**src/rtl/muldiv_if.sv**
```systemverilog
// muldiv_if: request/response bundle between core control and muldiv_unit.
// master drives start/funct3/a/b; slave returns busy/done/result.
interface muldiv_if #(
  parameter int XLEN = 32
);
  logic            start;
  logic [2:0]      funct3;
  logic [XLEN-1:0] a;
  logic [XLEN-1:0] b;
  logic            busy;
  logic            done;
  logic [XLEN-1:0] result;

  modport master (
    output start, funct3, a, b,
    input  busy, done, result
  );

  modport slave (
    input  start, funct3, a, b,
    output busy, done, result
  );
endinterface

```
**src/rtl/muldiv_unit.sv**
```systemverilog
// muldiv_unit: iterative RV32M multiply/divide, fixed 33-cycle latency.
// Ports: clk, rst_n (async, active-low), bus (muldiv_if.slave).
// Macro MULDIV_DIV_EN enables the divider; without it div/rem ops yield 0.
module muldiv_unit #(
  parameter int XLEN = 32
) (
  input  logic     clk,
  input  logic     rst_n,
  muldiv_if.slave  bus
);

  typedef enum logic [1:0] {
    S_IDLE,
    S_CALC,
    S_FIN
  } state_t;

  state_t r_state;
  state_t w_next;

  logic        w_load;
  logic        w_step;
  logic        w_fin;
  logic        w_busy;

  logic [4:0]  r_cnt;
  logic [2:0]  r_f3;
  logic [31:0] r_mc;
  logic [63:0] r_acc;
  logic        r_neg_q;
  logic        r_done;
  logic [31:0] r_result;

  // operand signedness decode
  logic        w_a_signed;
  logic        w_b_signed;
  logic        w_sa;
  logic        w_sb;
  logic [31:0] w_a_mag;
  logic [31:0] w_b_mag;

  always_comb begin
    w_a_signed = 1'b0;
    w_b_signed = 1'b0;
    unique case (bus.funct3)
      3'b001: begin w_a_signed = 1'b1; w_b_signed = 1'b1; end
      3'b010: w_a_signed = 1'b1;
      3'b100: begin w_a_signed = 1'b1; w_b_signed = 1'b1; end
      3'b110: begin w_a_signed = 1'b1; w_b_signed = 1'b1; end
      default: ;
    endcase
  end

  assign w_sa    = w_a_signed & bus.a[31];
  assign w_sb    = w_b_signed & bus.b[31];
  assign w_a_mag = w_sa ? (32'd0 - bus.a) : bus.a;
  assign w_b_mag = w_sb ? (32'd0 - bus.b) : bus.b;

  // shift-add: upper half accumulates, lower half shifts out multiplier
  logic [32:0] w_mul_sum;
  logic [63:0] w_mul_next;
  logic [63:0] w_prod;

  assign w_mul_sum  = {1'b0, r_acc[63:32]}
                    + (r_acc[0] ? {1'b0, r_mc} : 33'd0);
  assign w_mul_next = {w_mul_sum, r_acc[31:1]};
  assign w_prod     = r_neg_q ? (64'd0 - r_acc) : r_acc;

`ifdef MULDIV_DIV_EN
  // restoring divide: r_acc[31:0] shifts dividend out, quotient in
  logic [32:0] r_rem;
  logic        r_neg_r;
  logic        r_div0;
  logic [32:0] w_shift;
  logic [33:0] w_diff;
  logic        w_qbit;
  logic [31:0] w_quo;
  logic [31:0] w_rem;

  assign w_shift = {r_rem[31:0], r_acc[31]};
  assign w_diff  = {1'b0, w_shift} - {2'b0, r_mc};
  assign w_qbit  = ~w_diff[33];
  // b==0 already yields rem=|a|; only the quotient needs forcing
  assign w_quo   = r_div0  ? 32'hFFFF_FFFF
                 : r_neg_q ? (32'd0 - r_acc[31:0]) : r_acc[31:0];
  assign w_rem   = r_neg_r ? (32'd0 - r_rem[31:0]) : r_rem[31:0];
`endif

  logic [31:0] w_res;

  always_comb begin
    w_res = '0;
    unique case (r_f3)
      3'b000:                 w_res = w_prod[31:0];
      3'b001, 3'b010, 3'b011: w_res = w_prod[63:32];
`ifdef MULDIV_DIV_EN
      3'b100, 3'b101:         w_res = w_quo;
      3'b110, 3'b111:         w_res = w_rem;
`else
      3'b100, 3'b101,
      3'b110, 3'b111:         w_res = '0;
`endif
      default: ;
    endcase
  end

  always_ff @(posedge clk or negedge rst_n) begin
    if (!rst_n) r_state <= S_IDLE;
    else        r_state <= w_next;
  end

  always_comb begin
    w_next = r_state;
    w_load = 1'b0;
    w_step = 1'b0;
    w_fin  = 1'b0;
    w_busy = 1'b1;
    unique case (r_state)
      S_IDLE: begin
        w_busy = 1'b0;
        if (bus.start) begin
          w_load = 1'b1;
          w_next = S_CALC;
        end
      end
      S_CALC: begin
        w_step = 1'b1;
        if (r_cnt == 5'd0) w_next = S_FIN;
      end
      S_FIN: begin
        w_fin  = 1'b1;
        w_next = S_IDLE;
      end
      default: w_next = S_IDLE;
    endcase
  end

  always_ff @(posedge clk or negedge rst_n) begin
    if (!rst_n) begin
      r_cnt    <= '0;
      r_f3     <= '0;
      r_mc     <= '0;
      r_acc    <= '0;
      r_neg_q  <= 1'b0;
      r_done   <= 1'b0;
      r_result <= '0;
`ifdef MULDIV_DIV_EN
      r_rem    <= '0;
      r_neg_r  <= 1'b0;
      r_div0   <= 1'b0;
`endif
    end else begin
      r_done <= w_fin;
      if (w_fin) r_result <= w_res;
      if (w_load) begin
        r_cnt   <= 5'd31;
        r_f3    <= bus.funct3;
        r_neg_q <= w_sa ^ w_sb;
        if (bus.funct3[2]) begin
          r_mc  <= w_b_mag;
          r_acc <= {32'd0, w_a_mag};
        end else begin
          r_mc  <= w_a_mag;
          r_acc <= {32'd0, w_b_mag};
        end
`ifdef MULDIV_DIV_EN
        r_rem   <= '0;
        r_neg_r <= w_sa;
        r_div0  <= (bus.b == 32'd0);
`endif
      end else if (w_step) begin
        r_cnt <= r_cnt - 5'd1;
`ifdef MULDIV_DIV_EN
        if (r_f3[2]) begin
          r_acc <= {32'd0, r_acc[30:0], w_qbit};
          r_rem <= w_qbit ? w_diff[32:0] : w_shift;
        end else begin
          r_acc <= w_mul_next;
        end
`else
        r_acc <= w_mul_next;
`endif
      end
    end
  end

  assign bus.busy   = w_busy;
  assign bus.done   = r_done;
  assign bus.result = r_result;

endmodule

```
**src/flat_wrapper.sv**
```systemverilog
// flat-port wrapper written by rule: the top's interface ports become plain ports
module muldiv_unit_flat 
#(
  parameter int XLEN = 32
)
  (clk, rst_n, bus_start, bus_funct3, bus_a, bus_b, bus_busy, bus_done, bus_result);
  muldiv_if #(.XLEN(XLEN)) bus_i ();
  input  logic clk;
  input  logic rst_n;
  input wire logic [$bits(bus_i.start)-1:0] bus_start;
  input wire logic [$bits(bus_i.funct3)-1:0] bus_funct3;
  input wire logic [$bits(bus_i.a)-1:0] bus_a;
  input wire logic [$bits(bus_i.b)-1:0] bus_b;
  output wire logic [$bits(bus_i.busy)-1:0] bus_busy;
  output wire logic [$bits(bus_i.done)-1:0] bus_done;
  output wire logic [$bits(bus_i.result)-1:0] bus_result;
  assign bus_i.start = bus_start;
  assign bus_i.funct3 = bus_funct3;
  assign bus_i.a = bus_a;
  assign bus_i.b = bus_b;
  assign bus_busy = bus_i.busy;
  assign bus_done = bus_i.done;
  assign bus_result = bus_i.result;
  muldiv_unit #(.XLEN(XLEN)) u_core (.clk(clk), .rst_n(rst_n), .bus(bus_i));
endmodule
```
**config.mk**
```make
export PLATFORM = sky130hd
export DESIGN_NAME = muldiv_unit_flat
export DESIGN_NICKNAME = d
export VERILOG_FILES = /design/src/rtl/muldiv_if.sv /design/src/rtl/muldiv_unit.sv /design/src/flat_wrapper.sv
export SDC_FILE = /design/constraint.sdc
export NUM_CORES = 1
export LEC_CHECK = 0
export BUFFER_PORTS_ARGS = -buffer_cell sky130_fd_sc_hd__buf_2
export CORE_MARGIN = 2
export CORE_UTILIZATION = 48
export CTS_BUF_LIST = sky130_fd_sc_hd__clkbuf_4 sky130_fd_sc_hd__clkbuf_8 sky130_fd_sc_hd__clkbuf_16
export CTS_CLUSTER_SIZE = 16
export DETAILED_ROUTE_END_ITERATION = 10
export PLACE_DENSITY_LB_ADDON = 0.1
export SLEW_MARGIN = 20
export SYNTH_ARGS = -nofsm -noshare
export SYNTH_HDL_FRONTEND = slang
export SYNTH_SLANG_ARGS = --single-unit
```
**constraint.sdc**
```tcl
create_clock -name clk -period 9.1 [get_ports clk]
set_input_delay 2.73 -clock clk [delete_from_list [all_inputs] [get_ports clk]]
set_output_delay 2.73 -clock clk [all_outputs]
set_load 0.005 [all_outputs]
```
==> key figures <==
Floorplan
  • Die H: 154 µm
  • Chip Width: between 150 and 200 µm
  • Core footprint: between 20,000 and 25,000 µm²
  • IO Pins: 104
  • Initial Util: about half
  • Die area: around 24,000 µm²
  • # rows: 54

Route
  • Via count: ~10,000
  • DR iter-0 viols: between 800 and 900
  • Drt pass-1 iters: 7
  • DRC errors left: 0
  • Routed WL: around 35,000 µm
  • Vias per std cell: roughly 6.2
  • Highest metal used: met4
  • Avg WL per Cell: between 20 and 25 µm
  • Metal3 WL: about 2600 µm
  • Wl on met1: 16,500 µm
  • DR WL met2: 15,400 µm
  • Antenna violation net count after detailed routing: 0

Synth
  • Syn_area_per_cell: slightly above 8 µm²
  • Async set-or-reset flop fraction in the synthesized netlist: between 90% and 100%
  • Multiplexer share of the synthesized area: 1.05%
  • Adder-Cell Fraction of Synth Area: 4.47%
  • Synth cell types: slightly above 70
  • Xor/xnor share of the synthesized area: between 10% and 20%
  • Cells after synthesis: 1,336
  • Ys Warns: 0
  • Synth Area in Compound Gates: between 20% and 30%
  • Synthesis-stage register bit count: 140
  • Post-synthesis sequential area ratio: between 30% and 40%
  • Post-synth top flop: dfrtp_1
  • Main combinational cell family by area after synthesis: compound AO/OA/AOI/OAI gates
  • Syn_nets: 1,444
  • EDFF count, synth: 0
  • Simple-gate share of the synthesized area: a little over a fifth
  • Synthesized area: ~11,000 µm²

Status
  • Status: complete, no violations

Global route
  • Antenna violations before repair: 0
  • First-pass GRT wire length: between 50,000 and 60,000 µm
  • Aggregate global routing overflow: 0
  • Pin count of the biggest net entering global routing: 82
  • Number of global-route vias before repair: just under 10,000
  • Gr usage total: between 20% and 30%

Critical path
  • Critical Path Max Stage Delay: 0.68 ns
  • Critical Path RT: around 9.4 ns
  • Reg-to-reg endpoint: u_core.r_acc[62]$_DFFE_PN0P_
  • WP data arrival: between 5 and 6 ns
  • Cell family with the largest share of critical-path delay: simple AND/OR/NAND/NOR gates
  • Start of the worst register-to-register path: u_core.r_acc[0]$_DFFE_PN0P_
  • Crit end category: flop
  • FF-to-FF setup slack: 5.13 ns
  • Max FO, Critical Path: 6
  • Worst path bufs/invs: 1
  • Critical Path Source Type: input pin
  • R2R depth: 10
  • CP Cell Sequence: buf_2 > nor4_1 > nand3_1 > or4_1 > o41ai_1 > xor2_1 > a221oi_1
  • Crit path kind: in2reg
  • Slowest cell on crit path: or4_1

STA
  • Skew final: approximately 0.0099 ns
  • Final Hold Fails: 0
  • Min Clock Period, post-route: roughly 5 ns
  • Worst slew pin tran: 1.00 ns
  • RSZ-0062 raised after global routing: false
  • Setup Viol. Count Final: 0
  • F_max: around 0.20 GHz
  • Final period util: a little under three fifths
  • Slew Viols, Final: 0
  • Setup_tns: 0 ns
  • Worst slew margin: about a third

Pwr
  • Comb pwr share: between 50% and 60%
  • Sw frac: between 40% and 50%
  • Sequential power share: between 30% and 40%
  • P per Cell Area: ~350 nW/µm²
  • Leakage power: between 4 and 5 nW
  • Internal power: about 0.0022 W
  • Psw: between 0.0015 and 0.002 W
  • Clk pwr share: between 15 and 20%
  • VDD IR-drop max: around 0.12 mV

Clock tree
  • Clock slew at reported path FFs: about 0.060 ns
  • H-tree depth: 4
  • Post-CTS Resized: 0
  • CTS tree: yes
  • Sink Count: 140
  • Later-pin clock latency in the skew report: between 0.4 and 0.5 ns
  • Post-CTS setup buffer count: 0
  • CTS root buffer: clkbuf_16
  • Hold buffer count at CTS: 0
  • CTS Buf Count: 17
  • Clk buf depth: 2

Placement
  • Post-detail-place hpwl: 26,900 µm
  • Final GP Congestion: 0.994
  • IO Port Bufs: 103
  • Cell Count Post-Placement: 1,648

Cells and area
  • Reg area: approximately 3500 µm²
  • Multi-input gate area: approximately 7000 µm²
  • Nets: 1,495
  • Share of cells above drive strength 1: 12.7%
  • Layout filler cell count: roughly 2,100
  • Area grow syn2layout: 11.4%
  • Diodes inserted: 0
  • Non-Filler Instances: about 1,700

Hold path
  • Sink of the worst hold path: u_core.r_mc[11]$_DFFE_PN0P_
  • Hold WC Path Type: reg2reg
  • Min-Delay Path Depth: 2
  • Hold Crit Start: u_core.r_mc[11]$_DFFE_PN0P_

Run
  • Max-Cap Viols: 0
[state kept, by name, indices dropped and copies added, names as in the netlist]
signal,cells
u_core.r_acc,64
u_core.bus.result,32
u_core.r_mc,32
u_core.r_cnt,5
u_core.r_f3,3
u_core.r_state,2
u_core.bus.done,1
u_core.r_neg_q,1
[cell type report]
| type | instances | area share [%] |
|---|---|---|
| multi-input combinational | 1086 | 57.2 |
| sequential | 140 | 29.1 |
| timing repair buffer | 115 | 5.12 |
| clock buffer | 19 | 3.66 |
| tap | 280 | 2.91 |
| clock inverter | 12 | 1.15 |
| inverter | 27 | 0.842 |
[per-layer routing]
metal	GRT usage, %	vias to the layer above
met5	0	-
met4	8.81	0
met3	4.88	58
met2	45.4	409
met1	43.6	5012
li1	-	4973
[metrics by stage]
step / power, W / utilization [%] / setup slack, ns / area, µm² / hold slack [ns]
floorplan: 0.00274 / - / 4.07 / 10800 / 0.431
global placement: 0.00342 / 52.1 / 3.67 / 11400 / 0.445
detailed placement: 0.00346 / 52.1 / 3.64 / 11400 / 0.452
CTS: 0.00416 / 54.8 / 4.06 / 12000 / 0.466
global route: 0.00450 / 54.8 / 3.79 / 12000 / 0.481
finish: 0.00420 / 54.8 / 4.06 / 12000 / 0.460
[how the worst max path moves through the flow]
stage	from	endpoint	slack, ns	cells after the start
finish	bus_b[6]	u_core.r_acc[29]$_DFFE_PN0P_	4.06	7
global route	bus_b[6]	u_core.r_acc[24]$_DFFE_PN0P_	3.79	7
CTS	bus_b[6]	u_core.r_acc[29]$_DFFE_PN0P_	4.06	7
detailed placement	bus_b[6]	u_core.r_acc[29]$_DFFE_PN0P_	3.64	7
global placement	bus_b[6]	u_core.r_acc[24]$_DFFE_PN0P_	3.67	7
floorplan	bus_b[11]	u_core.r_acc[29]$_DFFE_PN0P_	4.07	7
[cell usage after synthesis, types with 12 or more instances]
cell type / instances / area [µm²]
nor2b_1: 12 / 75.1
nor2_1: 86 / 323
or3_1: 18 / 113
o21ai_0: 108 / 541
and2_1: 33 / 206
nor4_1: 15 / 93.8
nand3_1: 28 / 140
o22ai_1: 25 / 156
or4_1: 13 / 97.6
a21oi_1: 94 / 470
nor3_1: 25 / 125
o221ai_1: 19 / 166
dfrtp_1: 140 / 3500
o41ai_1: 14 / 123
a22oi_1: 17 / 128
xor2_1: 67 / 587
inv_1: 27 / 101
xnor2_1: 76 / 666
clkbuf_1: 71 / 267
nand2_1: 177 / 664
a221oi_1: 15 / 131
ha_1: 37 / 463
o31ai_1: 29 / 218
o21ai_1: 19 / 95.1
and3_1: 12 / 75.1
[layout by cell type (no fill, tap or decap), types with 17 or more instances in the layout]
cell         n
o31ai_1     29
dfrtp_1    139
xnor2_1     76
or3_1       18
buf_2      102
and2_1      33
o21ai_1     19
nor3_1      25
a21oi_1     94
o22ai_1     25
o221ai_1    19
xor2_1      67
nand3_1     28
clkbuf_16   17
o21ai_0    108
nand2_1    177
a22oi_1     17
ha_1        37
inv_1       27
nor2_1      86
[power by group through the flow]
stage	Clock (W)	Sequential (W)	Combinational (W)
3_3_place_gp	0	0.00135	0.00207
3_5_place_dp	0	0.00136	0.00210
2_1_floorplan	0	0.00116	0.00159
4_1_cts	0.000702	0.00135	0.00211
6_report	0.000698	0.00138	0.00213
5_1_grt	0.000733	0.00140	0.00237
[cell families after synthesis]
logic type	after synthesis
buf+inv	110
mux	11
fa+ha+maj	38
xor+xnor	143
compound gates	420
flops	140
simple gates	474
[worst reg2reg max path, delay by kind of cell, from the launching register on]
kind	cells	cell delay, ns
adders and majority gates	1	0.32
DFF	1	1.00
and+or+nand+nor	3	0.47
AOI/OAI and AO/OA	6	2.06
(Power assumes the default switching activity.)
